===== src/rtl/mult_pkg.sv =====
// Shared types and elaboration helpers for the AXI-Stream multiplier (sign helper also used by the divider).
// Latency: n/a (package only).
// Backpressure: n/a. Build option MULT_RADIX4_EN retires two multiplier bits per CALC cycle instead of one.
package mult_pkg;

    // Core sequencer states; encoding is fixed so debug dumps line up with the divider
    typedef enum logic [1:0] {
        ST_IDLE = 2'd0,
        ST_CALC = 2'd1,
        ST_SIGN = 2'd2,
        ST_OUT  = 2'd3
    } mult_state_t;

    // Multiplier bits consumed per CALC cycle
`ifdef MULT_RADIX4_EN
    localparam int DIGIT_BITS = 2;
`else
    localparam int DIGIT_BITS = 1;
`endif

    // Maps a symbol parameter ("signed"/"unsigned") to a two's-complement flag
    function automatic bit is_signed(input string symbol);
        return (symbol == "signed");
    endfunction

    // Number of CALC cycles needed to retire all width_b multiplier bits
    function automatic int calc_iters(input int width_b);
        return (width_b + DIGIT_BITS - 1) / DIGIT_BITS;
    endfunction

endpackage


===== src/rtl/mult_axis_buf.sv =====
// One-entry AXI-Stream holding register for a single operand channel.
// Latency: data visible on the edge after the handshake; cleared by the core on load.
// Backpressure: s_tready is low while full or while rst is high; one beat of storage.
module mult_axis_buf #(
    parameter int WIDTH = 16
) (
    input  logic             clk,
    input  logic             rst,
    input  logic [WIDTH-1:0] s_tdata,
    input  logic             s_tvalid,
    output logic             s_tready,
    input  logic             clear,
    output logic [WIDTH-1:0] data,
    output logic             full
);

    // Ready depends only on our own occupancy, so a full slot never collides with a load
    assign s_tready = ~rst & ~full;

    // Capture a beat when empty; the core's load empties the slot again
    always_ff @(posedge clk) begin
        if (rst) begin
            full <= 1'b0;
            data <= '0;
        end else if (clear) begin
            full <= 1'b0;
        end else if (s_tvalid && s_tready) begin
            full <= 1'b1;
            data <= s_tdata;
        end
    end

endmodule


===== src/rtl/mult_axis.sv =====
// Iterative shift-add fixed-point multiplier with AXI-Stream operand and product channels.
// Latency: product valid calc_iters(WIDTH_B)+2 edges after the later operand handshake (idle core).
// Backpressure: one operand pair buffered while busy; m_axis_tready low stalls indefinitely.
// Build option: MULT_RADIX4_EN (radix-4 CALC, results bit-identical to radix-2).
module mult_axis
    import mult_pkg::*;
#(
    parameter string SYMBOL_A = "signed",
    parameter string SYMBOL_B = "signed",
    parameter int    WIDTH_A  = 16,
    parameter int    WIDTH_B  = 16
) (
    input  logic                       aclk,
    input  logic                       areset,
    input  logic [WIDTH_A-1:0]         s_axis_a_tdata,
    input  logic                       s_axis_a_tvalid,
    output logic                       s_axis_a_tready,
    input  logic [WIDTH_B-1:0]         s_axis_b_tdata,
    input  logic                       s_axis_b_tvalid,
    output logic                       s_axis_b_tready,
    output logic [WIDTH_A+WIDTH_B-1:0] m_axis_tdata,
    output logic                       m_axis_tvalid,
    input  logic                       m_axis_tready
);

    localparam bit A_SIGNED = is_signed(SYMBOL_A);
    localparam bit B_SIGNED = is_signed(SYMBOL_B);
    localparam int OUT_W    = WIDTH_A + WIDTH_B;
    localparam int ITERS    = calc_iters(WIDTH_B);
    // Multiplier field of the accumulator, padded up to a whole number of digits
    localparam int LO_W     = ITERS * DIGIT_BITS;
    // Partial-sum field: one spare bit per retired multiplier bit absorbs the add carry
    localparam int HI_W     = WIDTH_A + DIGIT_BITS;
    localparam int ACC_W    = HI_W + LO_W;
    localparam int CNT_W    = $clog2(ITERS) + 1;

    // Operand holding registers
    logic [WIDTH_A-1:0] buf_a_dat;
    logic               buf_a_full;
    logic [WIDTH_B-1:0] buf_b_dat;
    logic               buf_b_full;

    // Sequencer
    mult_state_t state;
    mult_state_t state_nxt;
    logic        core_load;
    logic        calc_last;

    // Magnitude decode of the buffered operands
    logic               a_neg;
    logic               b_neg;
    logic [WIDTH_A-1:0] a_mag;
    logic [WIDTH_B-1:0] b_mag;

    // Core datapath
    logic [WIDTH_A-1:0] mag_a_q;
    logic               neg_q;
    logic [CNT_W-1:0]   cnt_q;
    logic [ACC_W-1:0]   acc_q;
    logic [ACC_W-1:0]   acc_nxt;
    logic [HI_W-1:0]    addend;
    logic [HI_W-1:0]    sum;
    logic [OUT_W-1:0]   product;
    logic [OUT_W-1:0]   tdata_q;
`ifdef MULT_RADIX4_EN
    logic [HI_W-1:0]    a3_q;
`endif

    mult_axis_buf #(
        .WIDTH (WIDTH_A)
    ) u_buf_a (
        .clk      (aclk),
        .rst      (areset),
        .s_tdata  (s_axis_a_tdata),
        .s_tvalid (s_axis_a_tvalid),
        .s_tready (s_axis_a_tready),
        .clear    (core_load),
        .data     (buf_a_dat),
        .full     (buf_a_full)
    );

    mult_axis_buf #(
        .WIDTH (WIDTH_B)
    ) u_buf_b (
        .clk      (aclk),
        .rst      (areset),
        .s_tdata  (s_axis_b_tdata),
        .s_tvalid (s_axis_b_tvalid),
        .s_tready (s_axis_b_tready),
        .clear    (core_load),
        .data     (buf_b_dat),
        .full     (buf_b_full)
    );

    // Unsigned magnitudes: -2^(W-1) negates to itself, which read unsigned is exactly 2^(W-1)
    assign a_neg = A_SIGNED && buf_a_dat[WIDTH_A-1];
    assign b_neg = B_SIGNED && buf_b_dat[WIDTH_B-1];
    assign a_mag = a_neg ? -buf_a_dat : buf_a_dat;
    assign b_mag = b_neg ? -buf_b_dat : buf_b_dat;

    assign calc_last = (cnt_q == CNT_W'(ITERS - 1));
    assign product   = acc_q[OUT_W-1:0];

    // State register
    always_ff @(posedge aclk) begin
        if (areset) begin
            state <= ST_IDLE;
        end else begin
            state <= state_nxt;
        end
    end

    // Next-state: load when both operands are present, hold the product until accepted
    always_comb begin
        state_nxt = state;
        case (state)
            ST_IDLE: if (buf_a_full && buf_b_full) state_nxt = ST_CALC;
            ST_CALC: if (calc_last)                state_nxt = ST_SIGN;
            ST_SIGN:                               state_nxt = ST_OUT;
            ST_OUT:  if (m_axis_tready)            state_nxt = ST_IDLE;
            default:                               state_nxt = ST_IDLE;
        endcase
    end

    // State-decoded controls: core load strobe and product valid
    always_comb begin
        core_load     = (state == ST_IDLE) && buf_a_full && buf_b_full;
        m_axis_tvalid = (state == ST_OUT);
    end

    // One CALC step: add the selected multiple of |A| to the upper field, shift one digit right
    always_comb begin
        addend = '0;
`ifdef MULT_RADIX4_EN
        case (acc_q[1:0])
            2'd1:    addend = HI_W'(mag_a_q);
            2'd2:    addend = HI_W'({mag_a_q, 1'b0});
            2'd3:    addend = a3_q;
            default: addend = '0;
        endcase
`else
        if (acc_q[0]) addend = HI_W'(mag_a_q);
`endif
        sum     = acc_q[ACC_W-1:LO_W] + addend;
        acc_nxt = {{DIGIT_BITS{1'b0}}, sum, acc_q[LO_W-1:DIGIT_BITS]};
    end

    // Core registers: load magnitudes and result sign, then iterate during CALC
    always_ff @(posedge aclk) begin
        if (areset) begin
            mag_a_q <= '0;
            neg_q   <= 1'b0;
            cnt_q   <= '0;
            acc_q   <= '0;
`ifdef MULT_RADIX4_EN
            a3_q    <= '0;
`endif
        end else if (core_load) begin
            mag_a_q <= a_mag;
            neg_q   <= a_neg ^ b_neg;
            cnt_q   <= '0;
            acc_q   <= ACC_W'(b_mag);
`ifdef MULT_RADIX4_EN
            a3_q    <= HI_W'(a_mag) + HI_W'({a_mag, 1'b0});
`endif
        end else if (state == ST_CALC) begin
            acc_q   <= acc_nxt;
            cnt_q   <= cnt_q + CNT_W'(1);
        end
    end

    // Product register: apply the sign once; negating zero yields zero so no special case is needed
    always_ff @(posedge aclk) begin
        if (areset) begin
            tdata_q <= '0;
        end else if (state == ST_SIGN) begin
            tdata_q <= neg_q ? -product : product;
        end
    end

    assign m_axis_tdata = tdata_q;

endmodule


===== config.mk =====
export PLATFORM = sky130hd
export DESIGN_NAME = mult_axis
export DESIGN_NICKNAME = d
export VERILOG_FILES = /design/src/rtl/mult_pkg.sv /design/src/rtl/mult_axis_buf.sv /design/src/rtl/mult_axis.sv
export SDC_FILE = /design/constraint.sdc
export NUM_CORES = 1
export LEC_CHECK = 0
export ABC_AREA = 1
export BUFFER_PORTS_ARGS = -buffer_cell sky130_fd_sc_hd__buf_2
export CAP_MARGIN = 10
export CORE_ASPECT_RATIO = 0.8
export CORE_MARGIN = 4
export CORE_UTILIZATION = 42
export DETAILED_ROUTE_END_ITERATION = 7
export HOLD_SLACK_MARGIN = 0.03
export MAX_ROUTING_LAYER = met4
export SLEW_MARGIN = 5
export SYNTH_ARGS = -nofsm -noshare
export SYNTH_HDL_FRONTEND = slang
export SYNTH_HIERARCHICAL = 1
export SYNTH_SLANG_ARGS = --single-unit

===== constraint.sdc =====
create_clock -name aclk -period 4.6 [get_ports aclk]
set_input_delay 0.23 -clock aclk [delete_from_list [all_inputs] [get_ports aclk]]
set_output_delay 0.23 -clock aclk [all_outputs]
set_load 0.02 [all_outputs]

# Word-level counts from Yosys, hierarchy flattened
# Index checks and enable logic that the tools add are counted.
[totals]
latch_bits = 0
ramBits = 0
romBits = 0
output_inout_bits = 35
register_bits = 122
memories = 0
inputBits = 37
[classes]
n_eq_ne = 7
shift = 0
n_mul = 0
magnitude_cmp = 0
reduce_logical = 11
div_mod_pow = 0
bitwise = 7
n_addsub = 5
mux = 10
[ops]
columns = ["op", "n"]
rows = [
  ["16-bit 2-to-1 mux", 5],
  ["32-bit 2-to-1 mux", 1],
  ["16-bit negator", 2],
  ["32-bit negator", 1],
  ["16-bit by 16-bit adder with 17-bit output", 1],
  ["2-bit case mux with 4 select lines", 1],
  ["2-bit 2-to-1 mux", 3],
  ["5-bit by 1-bit adder with 5-bit output (second input constant)", 1],
  ["5-bit by 4-bit equality test with 1-bit output (second input constant)", 1],
  ["1-bit logical AND", 5],
  ["2-bit equality test (second input constant)", 2],
  ["2-bit inequality test (second input constant)", 2],
  ["1-bit inverter", 4],
  ["2-bit AND reduction", 2],
  ["3-bit AND reduction", 1],
  ["1-bit AND", 2],
  ["2-bit by 1-bit equality test with 1-bit output (second input constant)", 1],
  ["2-bit logical NOT", 1],
  ["2-bit by 1-bit inequality test with 1-bit output (second input constant)", 1],
  ["2-bit nonzero test", 1],
  ["2-bit OR reduction", 1],
  ["1-bit bitwise XOR", 1],
]

# Longest topological paths before layout
[depth]
word_depth = 5
ltp_mapped = 17

# Cells and area by module
# Netlist, hierarchy kept.
[by_module_without_submodules]
columns = ["mod", "area_each_um2", "n_inst", "cells_per_inst"]
rows = [
  ["mult_axis", 6044.5, 1, 966],
  ["mult_axis_buf", 773.2, 2, 108],
]

# Worst setup path before layout
# OpenSTA, ideal clock, no wires.
[synth_timing]
path_type = "register to register"
startpoint = "register acc_q[0]"
endpoint = "register acc_q[27]"
path_stages_with_launch = 16
arrival_ns = 1.779
setup_time_ns = 0.109
period_less_slack_ns = 1.888
path_slack_ns = 2.712
path_cell_list = "dfxtp_1 > buf_6 > clkbuf_1 > nand2_1 > inv_1 > ha_1 > a21oi_1 > nor2_1 > nor2_1 > nand2_1 > nand2_1 > nand2_1 > nand2_1 > nand3_1 > nand2_1 > inv_1"
[synth_between]
elab_chain_cells = 2
[synth_rtl]
columns = ["item", "line_no", "rtl"]
rows = [
  ["start, declared", "mult_axis.sv:59", "logic [ACC_W-1:0] acc_q;"],
  ["start signal, assigned", "mult_axis.sv:162", "acc_q <= ACC_W'(b_mag);"],
  ["start signal, assigned", "mult_axis.sv:167", "acc_q <= acc_nxt;"],
  ["16-bit 2-to-1 mux", "mult_axis.sv:142", "if (acc_q[0]) addend = HI_W'(mag_a_q);"],
  ["16-bit by 16-bit adder with 17-bit output", "mult_axis.sv:144", "sum = acc_q[ACC_W-1:LO_W] + addend;"],
]
# Every way passes these cells.
# A chain may end at the register's enable or synchronous reset.

# Worst setup path in the final report
[layout_timing]
startpoint = "register state[1]"
endpoint = "register acc_q[0]"
[layout_between]
elab_chain_cells = 4
[layout_rtl]
columns = ["item", "line_no", "rtl"]
rows = [
  ["start, declared", "mult_axis.sv:44", "mult_state_t state;"],
  ["start signal, assigned", "mult_axis.sv:109", "state <= state_nxt;"],
  ["2-bit logical NOT", "mult_axis.sv:127", "core_load = (state == ST_IDLE) && buf_a_full && buf_b_full;"],
  ["1-bit logical AND (2 in a row)", "mult_axis.sv:127", ""],
  ["16-bit 2-to-1 mux / 2-bit nonzero test (equally long branches)", "-", ""],
]
# Several ways; a longest one is shown, not always the timed one.

==> results.sh <==
export IMPL_gp_congestion=0.9407
export IMPL_grt_pass1_vias=6648
export IMPL_rsz0062_at_grt="false"
export IMPL_clock_sinks=122
export IMPL_grt_max_degree=66
export IMPL_avgSynthCellArea_sq_um=6.422
export IMPL_cp_cell_sequence="inv_1 -> ha_1 -> clkinv_1 -> nand2_1 -> inv_1 -> nand2_1 -> a31oi_1"
export IMPL_diodes=0
export IMPL_clk_path_buf_depth=2
export IMPL_required_ns=4.87
export IMPL_clock_latency_ns=0.43
export IMPL_power_density_nw_per_um2=515.4
export IMPL_syn_nets=1246
export IMPL_synthFlopType="dfxtp_1"
export IMPL_fin_worst_skew_ns=0.009894
export IMPL_syn_inst=1182
export IMPL_die_area_sq_um=20300
export IMPL_htree_levels=4
export IMPL_ys_ff_latch=122
export IMPL_cp_start_kind="register"
export IMPL_drt_iter0_drc=602
export IMPL_maxCapViolCount=0
export IMPL_grt_pass1_wl_mm=33.49
export IMPL_cp_top_family="buffers and inverters"
export IMPL_drt_pass1_iter_count=5
export IMPL_regToRegSetupSlack_ns=1.48
export IMPL_synth_cell_type_count=46
export IMPL_vias=7347
export IMPL_antenna_found_initial=0
export IMPL_yosysMostFrequentCell="nand2_1"
export IMPL_start_util=0.4328
export IMPL_regArea_sq_um=2442
export IMPL_io_buffers=71
export IMPL_yosysTopAreaCell="dfxtp_1"
export IMPL_cp_num_cells=7
export IMPL_synthArstFlopShare=0
export IMPL_maxSlewViolCount=0
export IMPL_hp_class="in -> reg"
export IMPL_drive_gt1_frac=0.1120
export IMPL_ir_drop_mv=0.2419
export IMPL_drtAntennaViolNets=0
export IMPL_crit_arrival_ns=3.39
export IMPL_hpwl_mm=14.79
export IMPL_drcViolationCount=0
export IMPL_core_sq_um=17540
export IMPL_endpoint="acc_q[0]"
export IMPL_syn2layout_area_growth_pct=17.62
export IMPL_finalCriticalPeriod_ns=3.120
export IMPL_netlist_area_sq_um=7591
export IMPL_overflow=0
export IMPL_fin_hold_ws_ns=0.04232
export IMPL_maxSlewHeadroom=0.2153
export IMPL_ys_top_cells_by_count="326 x nand2_1, 167 x inv_1, 135 x nor2_1"
export IMPL_ys_warn_count=6
export IMPL_fin_nets=1319
export IMPL_critPathMaxStageDelay_ns=0.97
export IMPL_clk_pin_slew_ns=0.06
export IMPL_fin_setup_tns_ns=0
export IMPL_hold_violations=0
export IMPL_setup_worst_path_end_class="register"
export IMPL_critPathMaxFanout=37
export IMPL_fin_crit_sh=0.6782
export IMPL_cp_slowest_cell="clkinv_1"
export IMPL_p_leak_uw=0.004510
export IMPL_multi_input_area_sq_um=4233
export IMPL_r2r_cells=7
export IMPL_cts_resized=0
export IMPL_synthTopCellsByArea="dfxtp_1 32%, nand2_1 16%, inv_1 8.3%"
export IMPL_fp_row_count=43
export IMPL_worstMarginPinSlew_ns=1.175
export IMPL_tritoncts="built"
export IMPL_die_height_microns=128.2
export IMPL_globalRouteTotalUtil=0.2114
export IMPL_max_freq_ghz=0.3205
export IMPL_worst_setup_path_type="reg -> reg"
export IMPL_cts_buffers=17
export IMPL_wl_per_cell_microns=13.57
export IMPL_crit_start="state[1]"
export IMPL_yosysSeqAreaShare=0.3217
export IMPL_root_buffer="clkbuf_16"
export IMPL_viasPerCell=4.921
export IMPL_finalSetupViolCount=0
export IMPL_synth_edf_count=0
export IMPL_timing_rr_end="acc_q[0]"
export IMPL_synth_top_area_share=0.3217
export IMPL_ios=72
export IMPL_totalWireLength_mm=20.27
export IMPL_status="finished clean"
export IMPL_die_x_microns=158.3
export IMPL_n_fill_cell=1796
export IMPL_regToRegStartpoint="state[1]"
export IMPL_critPathBufInv=3
[area by class of cell]
class	instances	area share
clock buffer	21	0.05269
clock inverter	11	0.02144
inverter	173	0.07301
multi-input combinational	841	0.4741
sequential	122	0.2735
tap	225	0.03153
timing repair buffer	100	0.07371
[cell families (layout without fill, tap and decap cells)]
logic type / count (synthesis) / after routing / share of synthesized area
flops: 122 / 122 / 0.3217
xor+xnor: 30 / 30 / 0.03461
compound gates: 172 / 172 / 0.1254
buf+inv: 219 / 305 / 0.1210
fa+ha+maj: 27 / 27 / 0.04549
simple gates: 612 / 612 / 0.3517
[placed cells by master (no fill, tap or decap), types with 4 or more instances in the layout]
cell	count
nand2_4	4
a21oi_1	69
inv_2	4
nand2_2	4
nor2_4	4
xor2_1	25
xnor2_1	5
o21ai_1	6
nor2_8	4
nand3_2	4
nand3_1	96
clkbuf_16	17
ha_1	25
nand2_1	326
inv_1	167
nand4_1	12
dfxtp_1	122
bufinv_16	5
o21ai_0	68
dlygate4sd3_1	26
nor2_1	135
o221ai_1	6
nor3_1	11
buf_2	71
o211ai_1	6
[worst reg2reg max path, cell delays in order (launching register included)]
cell and delay, ns:
dfxtp_1 0.32, inv_1 0.12, ha_1 0.68, clkinv_1 0.98, nand2_1 0.41, inv_1 0.27
nand2_1 0.12, a31oi_1 0.08
[through the flow]
stage                     setup slack [ns]  utilization  power, uW  instance area [sq um]  std cells
after CTS                            1.462       0.5075       4616                   8901       1492
after floorplan                      2.712            -       2651                   7591       1182
after global placement               1.525       0.4549       3061                   7979       1434
final                                1.480       0.5091       4602                   8929       1493
after global routing                 1.082       0.5091       4921                   8929       1493
after detailed placement             1.447       0.4549       3074                   7979       1434
[flip-flops by register name, summed over array words and instances (netlist names)]
| name | cells |
|---|---|
| mag_a_q | 16 |
| u_buf_a/data | 16 |
| u_buf_b/full | 1 |
| cnt_q | 5 |
| state | 2 |
| u_buf_b/data | 16 |
| m_axis_tdata | 32 |
| neg_q | 1 |
| u_buf_a/full | 1 |
| acc_q | 32 |
[layer usage]
metal	GRT usage	vias to the layer above	part of all wire
li1	-	3886	-
met5	-	-	0
met1	0.2979	3284	0.51
met4	0.05216	0	0.016
met3	0.04894	19	0.051
met2	0.3064	158	0.43
[worst min-delay path by stage]
| stage | start | to | slack [ns] | depth (start not counted) |
|---|---|---|---|---|
| floorplan | s_axis_a_tdata[13] | u_buf_a/data[13] | 0.37 | 2 |
| global placement | mag_a_q[1] | mag_a_q[1] | 0.45 | 2 |
| detailed placement | mag_a_q[1] | mag_a_q[1] | 0.45 | 2 |
| CTS | s_axis_a_tdata[9] | u_buf_a/data[9] | 0.03 | 3 |
| global route | s_axis_a_tdata[9] | u_buf_a/data[9] | 0.04 | 3 |
| finish | s_axis_a_tdata[9] | u_buf_a/data[9] | 0.04 | 3 |
[power by group]
part           internal (uW)  leakage, uW  switching [uW]
combinational            542      0.00320            1040
sequential              1280     0.000997             219
clock                   1000     0.000315             513
[what timing repair did]
action                     CTS  global route
hold buffers                26             0
setup buffers                0             0
hold endpoints to repair    26             0
setup endpoints to repair    0             0
No activity file was read; power rests on OpenSTA's default activity.
